[src/rtl/qos_channel_arbiter_pkg.sv]
// Shared constants, FSM state type and priority-pick helper for the QoS
// channel arbiter.
package qos_pkg;

    localparam int NUM_CH  = 4;
    localparam int CH_W    = 2;
    localparam int TIMER_W = 20;
    localparam int CNT_W   = 8;

    typedef enum logic [1:0] {
        LOCKED  = 2'd0,
        PENDING = 2'd1,
        SWITCH  = 2'd2
    } arb_state_t;

    typedef struct packed {
        logic            found;
        logic [CH_W-1:0] ch;
    } prio_pick_t;

    // Walks the priority list from [1:0] upward and returns the first qualified channel.
    function automatic prio_pick_t prio_pick(input logic [NUM_CH*CH_W-1:0] prio,
                                             input logic [NUM_CH-1:0]      qual);
        prio_pick_t      pick;
        logic [CH_W-1:0] cand;
        pick = '0;
        for (int k = 0; k < NUM_CH; k++) begin
            cand = prio[k*CH_W +: CH_W];
            if (!pick.found && qual[cand]) begin
                pick.found = 1'b1;
                pick.ch    = cand;
            end
        end
        return pick;
    endfunction

endpackage

[src/rtl/qos_channel_arbiter_if.sv]
// Configuration, presence, packet-framing and status bundle between the
// presence detectors / register block and the channel arbiter.
interface qos_channel_arbiter_if;
    import qos_pkg::*;

    logic [NUM_CH-1:0]       presence;
    logic                    fallback_enable;
    logic                    manual_enable;
    logic [CH_W-1:0]         manual_channel;
    logic [NUM_CH*CH_W-1:0]  channel_priority;
    logic [TIMER_W-1:0]      reset_timer;
    logic                    pkt_boundary;
    logic                    out_idle;
    logic                    cnt_clear;

    logic [CH_W-1:0]         active_ch;
    logic                    switch_pulse;
    logic                    pending;
    logic                    no_signal;
    logic [NUM_CH-1:0]       qualified;
    logic [NUM_CH*CNT_W-1:0] loss_cnt;

    modport master (
        output presence, fallback_enable, manual_enable, manual_channel,
               channel_priority, reset_timer, pkt_boundary, out_idle, cnt_clear,
        input  active_ch, switch_pulse, pending, no_signal, qualified, loss_cnt
    );

    modport slave (
        input  presence, fallback_enable, manual_enable, manual_channel,
               channel_priority, reset_timer, pkt_boundary, out_idle, cnt_clear,
        output active_ch, switch_pulse, pending, no_signal, qualified, loss_cnt
    );

endinterface

[src/rtl/qos_channel_arbiter_qualifier.sv]
// Per-channel presence qualifier: hold-off counter, qualified flag and a
// saturating loss counter driven by the registered falling edge of presence.
module qos_presence_qualifier
    import qos_pkg::*;
(
    input  logic               rclk,
    input  logic               rst_n,
    input  logic               presence_i,
    input  logic [TIMER_W-1:0] reset_timer_i,
    input  logic               cnt_clear_i,
    output logic               qualified_o,
    output logic [CNT_W-1:0]   loss_cnt_o
);

    logic [TIMER_W-1:0] cnt_q, cnt_d;
    logic               qualified_q, qualified_d;
    logic               presence_q;
    logic [CNT_W-1:0]   loss_q, loss_d;

    always_ff @(posedge rclk or negedge rst_n) begin
        if (!rst_n) begin
            cnt_q       <= '0;
            qualified_q <= 1'b0;
            presence_q  <= 1'b0;
            loss_q      <= '0;
        end else begin
            cnt_q       <= cnt_d;
            qualified_q <= qualified_d;
            presence_q  <= presence_i;
            loss_q      <= loss_d;
        end
    end

    // The >= test lets a lowered hold-off qualify a channel already past the new limit.
    always_comb begin
        cnt_d       = cnt_q;
        qualified_d = qualified_q;
        loss_d      = loss_q;
        if (!presence_i) begin
            cnt_d       = '0;
            qualified_d = 1'b0;
        end else if (cnt_q < reset_timer_i) begin
            cnt_d = cnt_q + TIMER_W'(1);
        end else begin
            qualified_d = 1'b1;
        end
        if (cnt_clear_i) begin
            loss_d = '0;
        end else if (presence_q && !presence_i && (loss_q != '1)) begin
            loss_d = loss_q + CNT_W'(1);
        end
    end

    assign qualified_o = qualified_q;
    assign loss_cnt_o  = loss_q;

endmodule

[src/rtl/qos_channel_arbiter.sv]
// Chooses the channel feeding the QoS output mux and commits each change
// only when the output is idle or at a packet boundary.
module qos_channel_arbiter
    import qos_pkg::*;
(
    input  logic rclk,
    input  logic rst_n,
    qos_channel_arbiter_if.slave bus
);

    logic [NUM_CH-1:0]       qualified_w;
    logic [NUM_CH*CNT_W-1:0] loss_cnt_w;

    for (genvar i = 0; i < NUM_CH; i++) begin : g_qual
        qos_presence_qualifier u_qual (
            .rclk          (rclk),
            .rst_n         (rst_n),
            .presence_i    (bus.presence[i]),
            .reset_timer_i (bus.reset_timer),
            .cnt_clear_i   (bus.cnt_clear),
            .qualified_o   (qualified_w[i]),
            .loss_cnt_o    (loss_cnt_w[i*CNT_W +: CNT_W])
        );
    end

    arb_state_t      state_q, state_d;
    logic [CH_W-1:0] active_ch_q, active_ch_d;
    prio_pick_t      hp;
    logic            use_hp;
    logic [CH_W-1:0] target;

    // With nothing qualified the highest-priority pick holds the current channel.
    always_comb begin
        hp     = prio_pick(bus.channel_priority, qualified_w);
        use_hp = 1'b0;
        target = bus.channel_priority[CH_W-1:0];
        if (bus.manual_enable) begin
            target = bus.manual_channel;
            use_hp = bus.fallback_enable && !qualified_w[bus.manual_channel];
        end else if (bus.fallback_enable) begin
            use_hp = 1'b1;
        end
        if (use_hp) begin
            target = hp.found ? hp.ch : active_ch_q;
        end
    end

    always_ff @(posedge rclk or negedge rst_n) begin
        if (!rst_n) begin
            state_q     <= LOCKED;
            active_ch_q <= '0;
        end else begin
            state_q     <= state_d;
            active_ch_q <= active_ch_d;
        end
    end

    // active_ch moves on the edge entering SWITCH so the pulse coincides with the new channel.
    always_comb begin
        state_d     = state_q;
        active_ch_d = active_ch_q;
        case (state_q)
            LOCKED: begin
                if (target != active_ch_q) state_d = PENDING;
            end
            PENDING: begin
                if (target == active_ch_q) begin
                    state_d = LOCKED;
                end else if (bus.pkt_boundary || bus.out_idle) begin
                    state_d     = SWITCH;
                    active_ch_d = target;
                end
            end
            SWITCH:  state_d = LOCKED;
            default: state_d = LOCKED;
        endcase
    end

    assign bus.active_ch    = active_ch_q;
    assign bus.switch_pulse = (state_q == SWITCH);
    assign bus.pending      = (state_q == PENDING);
    assign bus.no_signal    = ~|qualified_w;
    assign bus.qualified    = qualified_w;
    assign bus.loss_cnt     = loss_cnt_w;

endmodule
[src/flat_wrapper.sv]
// flat-port wrapper written by rule: the top's interface ports become plain ports
module qos_channel_arbiter_flat import qos_pkg::*;
  (rclk, rst_n, bus_presence, bus_fallback_enable, bus_manual_enable, bus_manual_channel, bus_channel_priority, bus_reset_timer, bus_pkt_boundary, bus_out_idle, bus_cnt_clear, bus_active_ch, bus_switch_pulse, bus_pending, bus_no_signal, bus_qualified, bus_loss_cnt);
  qos_channel_arbiter_if bus_i ();
  input  logic rclk;
  input  logic rst_n;
  input wire logic [$bits(bus_i.presence)-1:0] bus_presence;
  input wire logic [$bits(bus_i.fallback_enable)-1:0] bus_fallback_enable;
  input wire logic [$bits(bus_i.manual_enable)-1:0] bus_manual_enable;
  input wire logic [$bits(bus_i.manual_channel)-1:0] bus_manual_channel;
  input wire logic [$bits(bus_i.channel_priority)-1:0] bus_channel_priority;
  input wire logic [$bits(bus_i.reset_timer)-1:0] bus_reset_timer;
  input wire logic [$bits(bus_i.pkt_boundary)-1:0] bus_pkt_boundary;
  input wire logic [$bits(bus_i.out_idle)-1:0] bus_out_idle;
  input wire logic [$bits(bus_i.cnt_clear)-1:0] bus_cnt_clear;
  output wire logic [$bits(bus_i.active_ch)-1:0] bus_active_ch;
  output wire logic [$bits(bus_i.switch_pulse)-1:0] bus_switch_pulse;
  output wire logic [$bits(bus_i.pending)-1:0] bus_pending;
  output wire logic [$bits(bus_i.no_signal)-1:0] bus_no_signal;
  output wire logic [$bits(bus_i.qualified)-1:0] bus_qualified;
  output wire logic [$bits(bus_i.loss_cnt)-1:0] bus_loss_cnt;
  assign bus_i.presence = bus_presence;
  assign bus_i.fallback_enable = bus_fallback_enable;
  assign bus_i.manual_enable = bus_manual_enable;
  assign bus_i.manual_channel = bus_manual_channel;
  assign bus_i.channel_priority = bus_channel_priority;
  assign bus_i.reset_timer = bus_reset_timer;
  assign bus_i.pkt_boundary = bus_pkt_boundary;
  assign bus_i.out_idle = bus_out_idle;
  assign bus_i.cnt_clear = bus_cnt_clear;
  assign bus_active_ch = bus_i.active_ch;
  assign bus_switch_pulse = bus_i.switch_pulse;
  assign bus_pending = bus_i.pending;
  assign bus_no_signal = bus_i.no_signal;
  assign bus_qualified = bus_i.qualified;
  assign bus_loss_cnt = bus_i.loss_cnt;
  qos_channel_arbiter u_core (.rclk(rclk), .rst_n(rst_n), .bus(bus_i));
endmodule
[config.mk]
export PLATFORM = sky130hd
export DESIGN_NAME = qos_channel_arbiter_flat
export DESIGN_NICKNAME = d
export VERILOG_FILES = /design/src/rtl/qos_channel_arbiter_pkg.sv /design/src/rtl/qos_channel_arbiter_if.sv /design/src/rtl/qos_channel_arbiter_qualifier.sv /design/src/rtl/qos_channel_arbiter.sv /design/src/flat_wrapper.sv
export SDC_FILE = /design/constraint.sdc
export NUM_CORES = 1
export LEC_CHECK = 0
export CAP_MARGIN = 10
export CORE_ASPECT_RATIO = 1.2
export CORE_MARGIN = 1.5
export CORE_UTILIZATION = 45
export CTS_CLUSTER_SIZE = 40
export DETAILED_ROUTE_END_ITERATION = 12
export GPL_TIMING_DRIVEN = 0
export PLACE_DENSITY = 0.65
export SETUP_SLACK_MARGIN = 0.2
export SLEW_MARGIN = 10
export SYNTH_ARGS = -nofsm -noshare
export SYNTH_HDL_FRONTEND = slang
export SYNTH_HIERARCHICAL = 1
export SYNTH_SLANG_ARGS = --single-unit
[constraint.sdc]
create_clock -name rclk -period 5.7 [get_ports rclk]
set_input_delay 0.57 -clock rclk [delete_from_list [all_inputs] [get_ports rclk]]
set_output_delay 0.57 -clock rclk [all_outputs]
set_load 0.1 [all_outputs]
# After elaboration in Yosys (flattened, before gate mapping)
# Cells that the tools add are included.
dict set report totals {
  latch_bits 0
  ramBits 0
  ff_bits 124
  romBits 0
  memories 0
}
dict set report classes {
  n_mul 0
  reduce_logical 30
  addsub 8
  div_mod_pow 0
  n_lt_le_gt_ge 9
  muxes 47
  bitwise_logic 1
  eq_ne 18
  shifts 0
}
# op n
set ops {}
lappend ops {{two-way mux 20 bit} 8}
lappend ops {{adder 20 x 1 -> 20 bit (second input constant)} 4}
lappend ops {{< comparator 20 bit} 4}
lappend ops {{two-way mux 8 bit} 8}
lappend ops {{adder 8 x 1 -> 8 bit (second input constant)} 4}
lappend ops {{inequality test 8 bit (second input constant)} 4}
lappend ops {{< comparator 2 x 3 -> 1 bit (second input constant)} 5}
lappend ops {{two-way mux 1 bit} 15}
lappend ops {{logical AND 1 bit} 12}
lappend ops {{two-way mux 2 bit} 6}
lappend ops {{two-way mux 3 bit} 4}
lappend ops {{binary-select mux 1 bit (select 2 bit)} 5}
lappend ops {{inequality test 2 x 1 -> 1 bit (second input constant)} 5}
lappend ops {{zero test 1 bit} 9}
lappend ops {{inequality test 2 bit (second input constant)} 4}
lappend ops {{nonzero test 2 bit} 4}
lappend ops {{case mux 2 bit (2 select lines)} 1}
lappend ops {{OR reduction 4 bit} 1}
lappend ops {{inequality test 3 x 1 -> 1 bit (second input constant)} 1}
lappend ops {{AND reduction 3 bit} 1}
lappend ops {{== test 2 x 1 -> 1 bit (second input constant)} 1}
lappend ops {{== test 2 bit} 1}
lappend ops {{== test 2 bit (second input constant)} 1}
lappend ops {{zero test 2 bit} 1}
lappend ops {{4 further kinds} 4}

# Depth between registers and ports, before layout
dict set report logic_depth {
  word_depth 17
  ltp_mapped 10
  depth_no_buf 8
}

# By module
# Netlist, hierarchy kept.
# mod area_each_um2 cells_each n_inst
set by_module_without_submodules {}
lappend by_module_without_submodules {{qos_presence_qualifier at u_core.g_qual[0].u_qual ...} 2001.9 223 3}
lappend by_module_without_submodules {{qos_presence_qualifier at u_core.g_qual[1].u_qual} 2038.2 225 1}
lappend by_module_without_submodules {qos_channel_arbiter 655.6 67 1}

# Least setup slack after synthesis
# Ideal clock, no wire load.
dict set report synth_timing {
  path_kind {flip-flop to output port}
  from {reg u_core.g_qual[0].u_qual.qualified_q}
  to {out bus_no_signal}
  t_arrival_ns 3.973
  required_ns 5.130
  path_slack_ns 1.157
  path_stages_with_launch 3
  n_path_buf 1
  cell_sequence {dfrtp_1 -> buf_6 -> nor4_1}
}
dict set report synth_between {
  elab_chain_len 2
}
# element line_no
set synth_rtl {}
lappend synth_rtl {{start: declaration} qos_channel_arbiter_qualifier.sv:16} ;# logic qualified_q, qualified_d;
lappend synth_rtl {{start signal: assignment} qos_channel_arbiter_qualifier.sv:28} ;# qualified_q <= qualified_d;
lappend synth_rtl {{OR reduction 4 bit} qos_channel_arbiter.sv:82} ;# assign bus.no_signal = ~|qualified_w;
lappend synth_rtl {{zero test 1 bit} qos_channel_arbiter.sv:82}
lappend synth_rtl {{end: declaration} flat_wrapper.sv:19} ;# output wire logic [$bits(bus_i.no_signal)-1:0] bus_no_signal;
# Every way passes these cells.

# Final worst setup path
dict set report layout_timing {
  from {in bus_reset_timer[13]}
  to {reg u_core.g_qual[2].u_qual.cnt_q[17]}
}
dict set report layout_between {
  elab_chain_len 2
}
# element line_no
set layout_rtl {}
lappend layout_rtl {{start: declaration} flat_wrapper.sv:12} ;# input wire logic [$bits(bus_i.reset_timer)-1:0] bus_reset_timer;
lappend layout_rtl {{< comparator 20 bit} qos_channel_arbiter_qualifier.sv:42} ;# end else if (cnt_q < reset_timer_i) begin
lappend layout_rtl {{inequality test 2 x 1 -> 1 bit (no source line)} n/a}
lappend layout_rtl {{end signal: assignment} qos_channel_arbiter_qualifier.sv:27} ;# cnt_q <= cnt_d;
lappend layout_rtl {{end: declaration} qos_channel_arbiter_qualifier.sv:15} ;# logic [TIMER_W-1:0] cnt_q, cnt_d;
# Every way passes these cells.
# A chain may end at the register's enable or synchronous reset.

==> impl_results.md <==
* Maximum cell stage delay along the critical path at 0.61 ns
* Synth area leaders: sky130_fd_sc_hd__dfrtp_1 36%, sky130_fd_sc_hd__ha_1 12%, sky130_fd_sc_hd__inv_1 5.0%, sky130_fd_sc_hd__a21oi_1 4.5%, sky130_fd_sc_hd__nand4_1 3.1%
* Post-detailed-route via-to-cell ratio at 5.636
* Post-cts gate resize count at 0
* Via Count at 7,496
* Maximum number of pins on one net before global-route repair at 86
* Routing layer with the top usage in global route: met2
* Cells along the critical path: clkdlybuf4s50_1, inv_1, ha_1, a21o_1, a221o_1, a221o_1, nor4_1, clkbuf_1, a31o_2, a21oi_1
* Starting Density at 45.97%
* All-Layer GR Usage at 21.94%
* Footprint of the multi-input gates at 4962 um2
* Worst-case clock skew at 0.008415 ns
* Detail Route Antenna Nets at 0
* Worst slack after detailed placement at 1.855 ns
* Yosys warning total at 6
* Peak supply drop at 0.2058 mV
* Filler Cells Inserted at 1,762
* Synthesized-area fraction occupied by xor and xnor cells at 3.322%
* Number of diodes at 0
* Upper clock frequency limit at 293.5 MHz
* Most frequent standard cell in the layout excluding fill and tap cells: sky130_fd_sc_hd__dfrtp_1
* Layout-stage area growth over the synthesis result at 20.09%
* DRC violations left at 0
* DIE WIDTH at 129.9 um
* Multiplexer share of the synthesized area at 4.415%
* Main combinational cell family by area after synthesis: simple AND/OR/NAND/NOR gates
* Buffer cell driving the clock tree root: sky130_fd_sc_hd__clkbuf_16
* GR met1 Demand/Resource at 28.48%
* TritonCTS Sinks at 124
* Die outline area at 20,180 um2
* Final core utilization at 55.21%
* Remaining Overflow, GRT at 0
* Number of max-slew violations in the final report at 0
* Critical path's slowest cell: sky130_fd_sc_hd__clkdlybuf4s50_1
* Share of synthesized cell area in full adder, half adder and majority cells at 12.08%
* Clock transition at the registers of the reported paths at 0.06 ns
* Post-synth top area share at 35.67%
* Row count at 55
* Router iterations before antenna repair at 5
* Simple-gate share of the synthesized area at 20.78%
* Global-route wire length before repair at 34,800 um
* Tcrit/Tclk final at 59.76%
* Worst min path class: primary input to asynchronous set/reset pin
* Final layout net count at 1,186
* Final weighted congestion in routability-driven placement at 0.8124
* Layout cells sized above 1 at 8.473%
* Arrival time of the worst setup path at 3.68 ns
* Number of buffers added on ports at 80
* Startpoint class of the critical path: primary input
* Predominant post-synthesis flop cell: sky130_fd_sc_hd__dfrtp_1
* Total half-perimeter wirelength after legalization and detailed placement at 15,570 um
* Final hold violation count at 0
* Standard cell core area at 18,920 um2
* Area fraction in compound gates after synthesis at 16.44%
* TritonCTS clock tree: done
* Required time worst endpoint at 5.97 ns
* Drt total wl at 21,230 um
* Number of design-rule violations left by the first detailed-router iteration at 327
* I/O pin count at 82
* Post-CTS repair timing setup buffer count at 0
* Critical setup path kind: primary input to register
* Global routing met3 resource utilization at 3.336%
* GR met2 Demand/Resource at 36.96%
* Footprint of the flip-flops and latches at 3103 um2
* Area of all placed cells without fillers at 10,450 um2
* Maximum fanout along the worst path at 10
* Num CTS Buffers at 17
* H-tree depth at 4
* Most frequent cell on the critical path: sky130_fd_sc_hd__a221o_1
* P_leak at 0.004812 uW
* Number of antenna violations at the first check in global routing at 0
* Period minus WS final at 3.407 ns
* Number of flip-flops and latches in the synthesized netlist at 124
* Largest area contributor in the synthesized netlist: sky130_fd_sc_hd__dfrtp_1
* Clock latency on the worst-skew pair at 0.42 ns
* Slew @ Worst Pin at 0.9775 ns
* Largest buffer count on any clock path at 2
* Ys async rst share at 100.0%
* Status: finished clean
* Vias in the first global route at 7,027
* Number of nets in the synthesized netlist at 1,086
* Crit path setup slack, layout at 2.293 ns
* Most used cells in the layout excluding fill and tap cells: 124 x sky130_fd_sc_hd__dfrtp_1, 116 x sky130_fd_sc_hd__inv_1, 84 x sky130_fd_sc_hd__ha_1
* Areal power density over the cells at 228.0 nW/um2
* WL/cell at 15.96 um
* Worst hold slack at 0.05254 ns
* Number of flops mapped to enable cells by yosys at 0
* Max-cap check violation count at 0
* Mapped cell area at 8700 um2
* Fraction of the yosys area taken by sequential cells at 35.67%
* Per-instance average area after synthesis at 9.053 um2
* Count of cell types in the netlist at 64
* Capturing element type of the critical path: register
* Hold buffer count at CTS at 0
* Worst relative slew slack at 34.63%
* Setup repair after global routing missed its margin: no
* Final-layout setup total negative slack at 0 ns
* Placed inst area at 9849 um2
* Synthesized instance count at 961
* # setup viols final at 0
* Die span in y at 155.3 um
[cell usage after synthesis, types with 20 or more instances]
cell,count
sky130_fd_sc_hd__dfrtp_1,124
sky130_fd_sc_hd__inv_1,116
sky130_fd_sc_hd__ha_1,84
sky130_fd_sc_hd__a21oi_1,78
sky130_fd_sc_hd__nor2_1,57
sky130_fd_sc_hd__nand2_1,53
sky130_fd_sc_hd__nand4_1,43
sky130_fd_sc_hd__nand3_1,34
sky130_fd_sc_hd__nand2b_1,29
sky130_fd_sc_hd__clkbuf_1,24
sky130_fd_sc_hd__or3_1,24
sky130_fd_sc_hd__xor2_1,24
sky130_fd_sc_hd__and3_1,23
sky130_fd_sc_hd__o21ai_0,23
sky130_fd_sc_hd__a31o_2,20
sky130_fd_sc_hd__mux2i_1,20
[cell type report]
class | count | share of cell area (%)
Inverter | 117 | 4.204
Sequential cell | 124 | 29.70
Clock inverter | 15 | 1.653
Multi-Input combinational cell | 680 | 47.50
Clock buffer | 17 | 4.072
Timing Repair Buffer | 81 | 7.940
Tap cell | 256 | 3.066
Buffer | 40 | 1.868
[stage by stage]
| stage | std cells | power, uW |
|---|---|---|
| 4_1_cts | 1330 | 2414 |
| 2_1_floorplan | 961 | 1166 |
| 6_report | 1330 | 2383 |
| 5_1_grt | 1330 | 2477 |
| 3_3_place_gp | 1297 | 1288 |
| 3_5_place_dp | 1298 | 1294 |
[layer usage]
layer / vias up / routed length, um / share of wire, %
met5: - / 0 / 0
met4: 0 / 363 / 1.7
met3: 27 / 760 / 3.6
met2: 141 / 10370 / 49
met1: 3627 / 9737 / 46
li1: 3701 / - / -
[cells by family (layout without fill, tap and decap cells)]
| kind of cell | Yosys count | count (layout) |
|---|---|---|
| compound gates | 205 | 205 |
| xor+xnor | 33 | 33 |
| fa+ha+maj | 84 | 84 |
| buf+inv | 157 | 270 |
| flops | 124 | 124 |
| mux | 31 | 31 |
| simple gates | 327 | 327 |
[sequential cells by signal, indices dropped and copies added, names as in the netlist]
signal / count
u_core/g_qual.u_qual/cnt_q: 80
u_core/g_qual.u_qual/presence_q: 4
u_core/bus.active_ch: 2
u_core/g_qual.u_qual/qualified_o: 4
u_core/g_qual.u_qual/loss_cnt_o: 32
u_core/state_q: 2
[path summary, 6_finish.rpt]
kind	startpoint	to	slack (ns)	depth (start not counted)
worst max-delay path	bus_reset_timer[13]	u_core/g_qual[2].u_qual/cnt_q[17]	2.29	10
max in group asynchronous	rst_n	u_core/g_qual[1].u_qual/cnt_q[19]	4.85	2
min in group rclk	bus_cnt_clear	u_core/g_qual[0].u_qual/loss_cnt_o[5]	0.49	2
worst min-delay path	rst_n	u_core/g_qual[0].u_qual/loss_cnt_o[1]	0.05	1
worst max register to register	u_core/g_qual[2].u_qual/cnt_q[13]	u_core/g_qual[2].u_qual/cnt_q[17]	2.71	8
worst min register to register	u_core/state_q[1]	u_core/state_q[0]	0.55	2
[where the power goes]
part           leakage, uW  total (uW)  internal (uW)  switching, uW
Combinational      0.00282         345            115            230
Clock             0.000289        1110            686            421
Sequential         0.00170         931            903           27.6
[critical path, delay by kind of cell]
kind	cells	cell delay (ns)
AO/OA/AOI/OAI	5	1.11
buffers and inverters	3	1.08
AND/OR/NAND/NOR	1	0.60
adder cells (fa/ha/maj)	1	0.31
Note: power is estimated with default switching activity, not from simulation.
